### src/rtl/game_state_scanner_pkg.sv
// game_pkg: shared types and constants for the game-state scanner.
// Holds the coordinate width, the restart keycode, the hit/scan enums and a
// helper that widens an unsigned coordinate into the signed compare domain.
package game_pkg;

    localparam int         COORD_W     = 10;
    localparam int         CALC_W      = 12;
    localparam logic [7:0] KEY_RESTART = 8'h15;

    typedef enum logic [1:0] {
        HIT_NONE  = 2'd0,
        HIT_SPIKE = 2'd1,
        HIT_APPLE = 2'd2
    } hit_type_t;

    typedef enum logic [1:0] {
        IDLE       = 2'd0,
        SCAN_SPIKE = 2'd1,
        SCAN_APPLE = 2'd2,
        PUBLISH    = 2'd3
    } scan_state_t;

    // Zero-extend a screen coordinate so offsets and differences never wrap.
    function automatic logic signed [CALC_W-1:0] to_calc(input logic [COORD_W-1:0] v);
        return $signed({2'b00, v});
    endfunction

endpackage

### src/rtl/game_state_scanner_spike_tri_hit.sv
// spike_tri_hit: combinational test of the player against one triangular spike.
// Three probe columns (left/centre/right of the player) are checked against
// the triangle profile; up-spikes use the player's bottom row, down-spikes the
// top row.
// Ports:
//   i_man_x, i_man_y     player top-left (snapshot)
//   i_spike_x, i_spike_y spike top-left
//   i_down               0 = spike points up, 1 = points down
//   o_hit                player overlaps the spike
module spike_tri_hit
    import game_pkg::*;
#(
    parameter int SPIKE_W = 20,
    parameter int HB_L    = 4,
    parameter int HB_C    = 10,
    parameter int HB_R    = 15,
    parameter int HB_B    = 19,
    parameter int HB_T    = 0
) (
    input  logic [COORD_W-1:0] i_man_x,
    input  logic [COORD_W-1:0] i_man_y,
    input  logic [COORD_W-1:0] i_spike_x,
    input  logic [COORD_W-1:0] i_spike_y,
    input  logic               i_down,
    output logic               o_hit
);

    localparam logic signed [CALC_W-1:0] C_W    = CALC_W'(SPIKE_W);
    localparam logic signed [CALC_W-1:0] C_HB_B = CALC_W'(HB_B);
    localparam logic signed [CALC_W-1:0] C_HB_T = CALC_W'(HB_T);

    logic signed [CALC_W-1:0] w_man_x;
    logic signed [CALC_W-1:0] w_man_y;
    logic signed [CALC_W-1:0] w_spike_x;
    logic signed [CALC_W-1:0] w_spike_y;
    logic signed [CALC_W-1:0] w_row_up;
    logic signed [CALC_W-1:0] w_row_dn;
    logic [2:0]               w_probe_hit;

    assign w_man_x   = to_calc(i_man_x);
    assign w_man_y   = to_calc(i_man_y);
    assign w_spike_x = to_calc(i_spike_x);
    assign w_spike_y = to_calc(i_spike_y);
    assign w_row_up  = w_man_y + C_HB_B;
    assign w_row_dn  = w_man_y + C_HB_T;

    for (genvar g = 0; g < 3; g++) begin : g_probe
        localparam int                       OFF   = (g == 0) ? HB_L : ((g == 1) ? HB_C : HB_R);
        localparam logic signed [CALC_W-1:0] C_OFF = CALC_W'(OFF);

        logic signed [CALC_W-1:0] w_dx;
        logic signed [CALC_W-1:0] w_mirror;
        logic signed [CALC_W-1:0] w_d2;
        logic                     w_in_col;
        logic                     w_up_hit;
        logic                     w_dn_hit;

        assign w_dx     = w_man_x + C_OFF - w_spike_x;
        assign w_in_col = (w_dx >= 12'sd0) && (w_dx < C_W);
        // Distance to the nearer triangle edge, doubled: the triangle rises
        // two rows per column from each side.
        assign w_mirror = C_W - 12'sd1 - w_dx;
        assign w_d2     = (w_dx < w_mirror) ? (w_dx + w_dx) : (w_mirror + w_mirror);
        assign w_up_hit = (w_row_up >= w_spike_y + C_W - 12'sd2 - w_d2) &&
                          (w_row_up <= w_spike_y + C_W - 12'sd1);
        assign w_dn_hit = (w_row_dn >= w_spike_y) && (w_row_dn <= w_spike_y + w_d2);
        assign w_probe_hit[g] = w_in_col && (i_down ? w_dn_hit : w_up_hit);
    end

    assign o_hit = |w_probe_hit;

endmodule

### src/rtl/game_state_scanner.sv
// game_state_scanner: per-frame sequential collision / goal / restart checker.
// On frame_start the player position is snapshotted and spikes, then apples,
// are tested one per clock through a shared hit test; the first hit ends the
// scan. Results are registered and announced with a one-cycle result_valid.
// Ports:
//   Clk, Reset              clock, synchronous active-high reset
//   frame_start             scan trigger
//   ManX, ManY              player top-left
//   keycode                 two USB keycodes (restart detection)
//   Draw_direction, spike_en, SpikeX, SpikeY   spike table
//   apple_en, AppleX, AppleY                   apple table
//   result_valid, collide, hit_type, hit_index, level_complete   scan results
//   restart_req             one pulse per restart key press
//   overrun                 frame_start arrived while not idle
//   busy                    scan (or publish) in progress
module game_state_scanner
    import game_pkg::*;
#(
    parameter  int NUM_SPIKES  = 24,
    parameter  int NUM_APPLES  = 4,
    parameter  int SPIKE_W     = 20,
    parameter  int HB_L        = 4,
    parameter  int HB_C        = 10,
    parameter  int HB_R        = 15,
    parameter  int HB_B        = 19,
    parameter  int HB_T        = 0,
    parameter  int APPLE_DX    = 10,
    parameter  int APPLE_DY_LO = 8,
    parameter  int APPLE_DY_HI = 14,
    parameter  int GOAL_X_MAX  = 10,
    parameter  int GOAL_Y      = 215,
    localparam int MAX_OBJ     = (NUM_SPIKES > NUM_APPLES) ? NUM_SPIKES : NUM_APPLES,
    localparam int IDX_W       = (MAX_OBJ > 1) ? $clog2(MAX_OBJ) : 1
) (
    input  logic                                  Clk,
    input  logic                                  Reset,
    input  logic                                  frame_start,
    input  logic [COORD_W-1:0]                    ManX,
    input  logic [COORD_W-1:0]                    ManY,
    input  logic [15:0]                           keycode,
    input  logic [NUM_SPIKES-1:0]                 Draw_direction,
    input  logic [NUM_SPIKES-1:0]                 spike_en,
    input  logic [NUM_SPIKES-1:0][COORD_W-1:0]    SpikeX,
    input  logic [NUM_SPIKES-1:0][COORD_W-1:0]    SpikeY,
    input  logic [NUM_APPLES-1:0]                 apple_en,
    input  logic [NUM_APPLES-1:0][COORD_W-1:0]    AppleX,
    input  logic [NUM_APPLES-1:0][COORD_W-1:0]    AppleY,
    output logic                                  result_valid,
    output logic                                  collide,
    output hit_type_t                             hit_type,
    output logic [IDX_W-1:0]                      hit_index,
    output logic                                  level_complete,
    output logic                                  restart_req,
    output logic                                  overrun,
    output logic                                  busy
);

    localparam int SIDX_W = (NUM_SPIKES > 1) ? $clog2(NUM_SPIKES) : 1;
    localparam int AIDX_W = (NUM_APPLES > 1) ? $clog2(NUM_APPLES) : 1;

    localparam logic signed [CALC_W-1:0] C_APPLE_DX = CALC_W'(APPLE_DX);
    localparam logic signed [CALC_W-1:0] C_DY_LO    = CALC_W'(APPLE_DY_LO);
    localparam logic signed [CALC_W-1:0] C_DY_HI    = CALC_W'(APPLE_DY_HI);

    scan_state_t          r_state;
    logic [IDX_W-1:0]     r_idx;
    logic [COORD_W-1:0]   r_man_x;
    logic [COORD_W-1:0]   r_man_y;
    logic                 r_busy;
    logic                 r_result_valid;
    logic                 r_collide;
    hit_type_t            r_hit_type;
    logic [IDX_W-1:0]     r_hit_index;
    logic                 r_level_complete;
    logic                 r_overrun;
    logic                 r_key_prev;
    logic                 r_restart_req;

    logic [SIDX_W-1:0]        w_sidx;
    logic [AIDX_W-1:0]        w_aidx;
    logic                     w_tri_hit;
    logic                     w_spike_hit;
    logic                     w_apple_hit;
    logic                     w_goal;
    logic                     w_key_now;
    logic signed [CALC_W-1:0] w_adx;
    logic signed [CALC_W-1:0] w_adx_abs;
    logic signed [CALC_W-1:0] w_apple_y;
    logic signed [CALC_W-1:0] w_snap_y;

    assign w_sidx = r_idx[SIDX_W-1:0];
    assign w_aidx = r_idx[AIDX_W-1:0];

    spike_tri_hit #(
        .SPIKE_W (SPIKE_W),
        .HB_L    (HB_L),
        .HB_C    (HB_C),
        .HB_R    (HB_R),
        .HB_B    (HB_B),
        .HB_T    (HB_T)
    ) u_spike_tri_hit (
        .i_man_x   (r_man_x),
        .i_man_y   (r_man_y),
        .i_spike_x (SpikeX[w_sidx]),
        .i_spike_y (SpikeY[w_sidx]),
        .i_down    (Draw_direction[w_sidx]),
        .o_hit     (w_tri_hit)
    );

    assign w_spike_hit = spike_en[w_sidx] && w_tri_hit;

    // Apple window in the signed domain so AppleX < APPLE_DX cannot underflow.
    assign w_adx       = to_calc(r_man_x) - to_calc(AppleX[w_aidx]);
    assign w_adx_abs   = (w_adx < 12'sd0) ? -w_adx : w_adx;
    assign w_apple_y   = to_calc(AppleY[w_aidx]);
    assign w_snap_y    = to_calc(r_man_y);
    assign w_apple_hit = apple_en[w_aidx] && (w_adx_abs <= C_APPLE_DX) &&
                         (w_snap_y > w_apple_y - C_DY_LO) && (w_snap_y < w_apple_y + C_DY_HI);

    assign w_goal    = (r_man_x <= COORD_W'(GOAL_X_MAX)) && (r_man_y == COORD_W'(GOAL_Y));
    assign w_key_now = (keycode[7:0] == KEY_RESTART) || (keycode[15:8] == KEY_RESTART);

    // Scan FSM: results are loaded on the cycle the scan ends, so PUBLISH is
    // the cycle in which result_valid is visible.
    always_ff @(posedge Clk) begin
        if (Reset) begin
            r_state          <= IDLE;
            r_idx            <= '0;
            r_man_x          <= '0;
            r_man_y          <= '0;
            r_busy           <= 1'b0;
            r_result_valid   <= 1'b0;
            r_collide        <= 1'b0;
            r_hit_type       <= HIT_NONE;
            r_hit_index      <= '0;
            r_level_complete <= 1'b0;
            r_overrun        <= 1'b0;
        end else begin
            r_result_valid <= 1'b0;
            r_overrun      <= frame_start && (r_state != IDLE);
            case (r_state)
                IDLE: begin
                    if (frame_start) begin
                        r_man_x <= ManX;
                        r_man_y <= ManY;
                        r_idx   <= '0;
                        r_busy  <= 1'b1;
                        r_state <= SCAN_SPIKE;
                    end
                end
                SCAN_SPIKE: begin
                    if (w_spike_hit) begin
                        r_result_valid   <= 1'b1;
                        r_collide        <= 1'b1;
                        r_hit_type       <= HIT_SPIKE;
                        r_hit_index      <= r_idx;
                        r_level_complete <= w_goal;
                        r_state          <= PUBLISH;
                    end else if (r_idx == IDX_W'(NUM_SPIKES - 1)) begin
                        r_idx   <= '0;
                        r_state <= SCAN_APPLE;
                    end else begin
                        r_idx <= r_idx + IDX_W'(1);
                    end
                end
                SCAN_APPLE: begin
                    if (w_apple_hit) begin
                        r_result_valid   <= 1'b1;
                        r_collide        <= 1'b1;
                        r_hit_type       <= HIT_APPLE;
                        r_hit_index      <= r_idx;
                        r_level_complete <= w_goal;
                        r_state          <= PUBLISH;
                    end else if (r_idx == IDX_W'(NUM_APPLES - 1)) begin
                        r_result_valid   <= 1'b1;
                        r_collide        <= 1'b0;
                        r_hit_type       <= HIT_NONE;
                        r_hit_index      <= '0;
                        r_level_complete <= w_goal;
                        r_state          <= PUBLISH;
                    end else begin
                        r_idx <= r_idx + IDX_W'(1);
                    end
                end
                PUBLISH: begin
                    r_busy  <= 1'b0;
                    r_state <= IDLE;
                end
                default: begin
                    r_busy  <= 1'b0;
                    r_state <= IDLE;
                end
            endcase
        end
    end

    // Restart key edge detector, free-running alongside the scan.
    always_ff @(posedge Clk) begin
        if (Reset) begin
            r_key_prev    <= 1'b0;
            r_restart_req <= 1'b0;
        end else begin
            r_key_prev    <= w_key_now;
            r_restart_req <= w_key_now && !r_key_prev;
        end
    end

    assign result_valid   = r_result_valid;
    assign collide        = r_collide;
    assign hit_type       = r_hit_type;
    assign hit_index      = r_hit_index;
    assign level_complete = r_level_complete;
    assign restart_req    = r_restart_req;
    assign overrun        = r_overrun;
    assign busy           = r_busy;

endmodule

### config.mk
export PLATFORM = sky130hd
export DESIGN_NAME = game_state_scanner
export DESIGN_NICKNAME = d
export VERILOG_FILES = /design/src/rtl/game_state_scanner_pkg.sv /design/src/rtl/game_state_scanner_spike_tri_hit.sv /design/src/rtl/game_state_scanner.sv
export SDC_FILE = /design/constraint.sdc
export NUM_CORES = 1
export LEC_CHECK = 0
export BUFFER_PORTS_ARGS = -buffer_cell sky130_fd_sc_hd__clkbuf_2
export CAP_MARGIN = 10
export CORE_AREA = 2 2 255 257
export DETAILED_ROUTE_END_ITERATION = 6
export DIE_AREA = 0 0 257 259
export GPL_TIMING_DRIVEN = 0
export PLACE_DENSITY = 0.57
export SYNTH_ARGS = -nofsm -noshare
export SYNTH_HDL_FRONTEND = slang
export SYNTH_HIERARCHICAL = 1
export SYNTH_SLANG_ARGS = --single-unit
### constraint.sdc
create_clock -name Clk -period 14.4 [get_ports Clk]
set_clock_uncertainty 0.2 [all_clocks]
set_input_delay 0.72 -clock Clk [delete_from_list [all_inputs] [get_ports Clk]]
set_output_delay 0.72 -clock Clk [all_outputs]
set_load 0.01 [all_outputs]
==> flow_summary_export.csv <==
group,metric,value,unit
critical_path,crit_path_start_kind,"register",
sta,rsz0062_at_grt,"false",
critical_path,arrival,13.53,ns
sta,drv_slew,0,
global_route,use_met1,33.70,%
critical_path,cp_max_fo,10,
global_route,met3_usage,5.028,%
critical_path,worstRegToRegCells,45,
clock_network,clock_sink_count,41,
cells_and_area,final_common_cell,"clkbuf_2",
worst_hold_path,min_path_type,"register to register",
pwr,p_int,1.771,mW
critical_path,cpMostUsedCell,"a21oi_1",
floorplanning,num_rows,93,
clock_network,clock_latency,0.29,ns
critical_path,worst-r2r-setup-slack,0.89,ns
sta,hold_violations,0,
clock_network,cts_htree_levels,2,
floorplanning,die_w,257,um
clock_network,ctsHoldBuffers,0,
cells_and_area,layout.nets,3270,
place,dp_cells,3234,
cells_and_area,drive_above_1_share,39.22,%
floorplanning,die-area,66560,um^2
floorplanning,ios,664,
global_route,grt_max_degree,14,
critical_path,crit_slowest_cell,"clkbuf_1",
clock_network,cts_resized,4,
pwr,p_switching,2.159,mW
cells_and_area,fin_util,31.48,%
detailed_routing,drt_first_pass_iters,5,
sta,final.min_clock_period,13.51,ns
critical_path,critPathKind,"register to register",
pwr,seq_power_share,4.7,%
detailed_routing,routed_wl,90310,um
cells_and_area,final_cells,3251,
global_route,grt_usage,26.11,%
detailed_routing,first_iter_violations,1598,
cells_and_area,nFillCells,6825,
flow_run,drv_cap,0,
clock_network,clk_pin_slew,0.07,ns
synth,yosysWarnings,6,
detailed_routing,drtAntennaViolNets,0,
synth,syn_nets,2595,
critical_path,critPathRequiredTime,14.42,ns
sta,fin_crit_sh,93.82,%
sta,max_freq,0.07402,GHz
global_route,grt_busiest_layer,"met2",
pwr,power_frac_clock,2.9,%
floorplanning,core,63880,um^2
clock_network,cts_setup_buffers,0,
place,hpwl,79540,um
cells_and_area,regArea,820.8,um^2
synth,netlist_area,15440,um^2
detailed_routing,wl_per_cell,27.78,um
synth,synth_edf_count,0,
pwr,p_leak,9.149,nW
detailed_routing,drc,0,
pwr,switching_share,54.93,%
synth,ys_seq_elements,41,
global_route,antenna_found_initial,35,
detailed_routing,via_per_inst,5.414,
clock_network,root_buffer,"clkbuf_16",
sta,relSlewSlack,1.263,%
critical_path,cp-end-kind,"register",
clock_network,cts_buffers,5,
clock_network,cts_buffer_depth,2,
global_route,gr-total-overflow,0,
outcome,status,"complete, no violations",
global_route,grt_pass1_vias,17056,
pwr,peakVddDrop,92.26,uV
worst_hold_path,holdPathStages,1,
place,io_buffers,662,
cells_and_area,area_growth,30.27,%
sta,tightest_slew,1.481,ns
place,gp_congestion,0.9846,
synth,syn_inst,1713,
clock_network,cts_tree,"built",
sta,whs,0.1991,ns
critical_path,max_stage_delay,0.83,ns
cells_and_area,mostFrequentLayoutCells,"clkbuf_2, ha_1, mux4_2",
synth,synthFlopType,"dfxtp_1",
pwr,power.density,195.4,nW/um^2
pwr,power_frac_comb,92.4,%
sta,final-setup-viol-count,0,
synth,yosysUniqueCellTypes,101,
detailed_routing,via_count,17602,
synth,async_reset_ff_share,0,%
global_route,grt_pass1_wl,122900,um
synth,yosysSeqAreaShare,5.317,%
floorplanning,die_h,259,um
cells_and_area,multi_input_area,13740,um^2
synth,synth_area_per_cell,9.012,um^2
global_route,use_met2,44.12,%
floorplanning,initial_core_util,24.17,%
## path summary, 6_finish.rpt
path | start | endpoint
worst min-delay path | r_key_prev$_SDFF_PP0_ | restart_req$_SDFF_PP0_
worst max-delay path | r_idx[1]$_SDFFE_PP0P_ | r_idx[3]$_SDFFE_PP0P_
worst max register to register | r_idx[1]$_SDFFE_PP0P_ | r_idx[3]$_SDFFE_PP0P_
worst min register to register | r_key_prev$_SDFF_PP0_ | restart_req$_SDFF_PP0_
## per-stage QoR
stage               TNS [ns]  power [mW]  worst slack [ns]  cell area [um^2]
finish                     0       3.930            0.8904             20110
global route               0       4.301           0.02210             20100
CTS                        0       3.861            0.1461             20050
detailed placement    -8.949       3.726           -0.7911             19900
global placement      -9.706       3.702           -0.7916             19820
floorplan                  0       2.802             3.457             15440
## synth_stat cells, types with 35 or more instances
master	number	area share, %
a21oi_1	119	3.9
clkbuf_1	45	1.1
dfxtp_1	41	5.3
ha_1	225	18
inv_1	146	3.6
mux4_2	168	25
nand2_1	111	2.7
nand2b_1	46	1.9
nand3_1	37	1.2
nor2_1	83	2.0
nor2b_1	35	1.4
o21ai_0	88	2.9
xnor2_1	82	4.7
xor2_1	47	2.7
## kinds of logic (layout without fill, tap and decap cells)
group	count (synthesis)	after routing	synth area share [%]
compound gates	427	427	18.67
xor+xnor	132	132	7.635
fa+ha+maj	231	231	19.01
buf+inv	222	898	5.674
flops	41	41	5.317
mux	217	217	28.76
other cells	0	7	0
simple gates	443	443	14.94
## sequential cells by signal, summed over array words and instances (netlist names)
signal,cells
r_man_x,10
r_man_y,10
hit_index,5
r_idx,5
hit_type,2
r_state,2
busy,1
collide,1
level_complete,1
overrun,1
r_key_prev,1
restart_req,1
result_valid,1
## power groups by stage
stage,Combinational (mW),Sequential (mW),Clock (mW)
finish,3.63,0.183,0.114
global route,4.00,0.184,0.119
CTS,3.56,0.183,0.115
detailed placement,3.54,0.185,0
global placement,3.52,0.185,0
floorplan,2.64,0.157,0
## routing by layer
| layer | wire length (um) | share of wire (%) |
|---|---|---|
| met5 | 27 | 0.030 |
| met4 | 3186 | 3.5 |
| met3 | 8320 | 9.2 |
| met2 | 42200 | 47 |
| met1 | 36580 | 41 |
## critical path: cells and delay by family (launching register included)
kind,cells,cell delay [ns]
AO/OA/AOI/OAI,18,4.72
XOR/XNOR,2,0.58
adder cells (fa/ha/maj),5,1.69
buffers and inverters,8,3.20
flip-flops,1,0.39
multiplexers,3,0.75
AND/OR/NAND/NOR,9,1.84
## cell type report
class / count / area share (%)
clock inverter: 1 / 0.03733
tap: 855 / 5.320
timing repair buffer: 668 / 16.99
buffer: 75 / 1.761
sequential: 41 / 4.081
multi-input combinational: 1450 / 68.33
antenna: 7 / 0.08710
inverter: 147 / 2.744
clock buffer: 7 / 0.6595
Power figures use the tool's default switching activity.
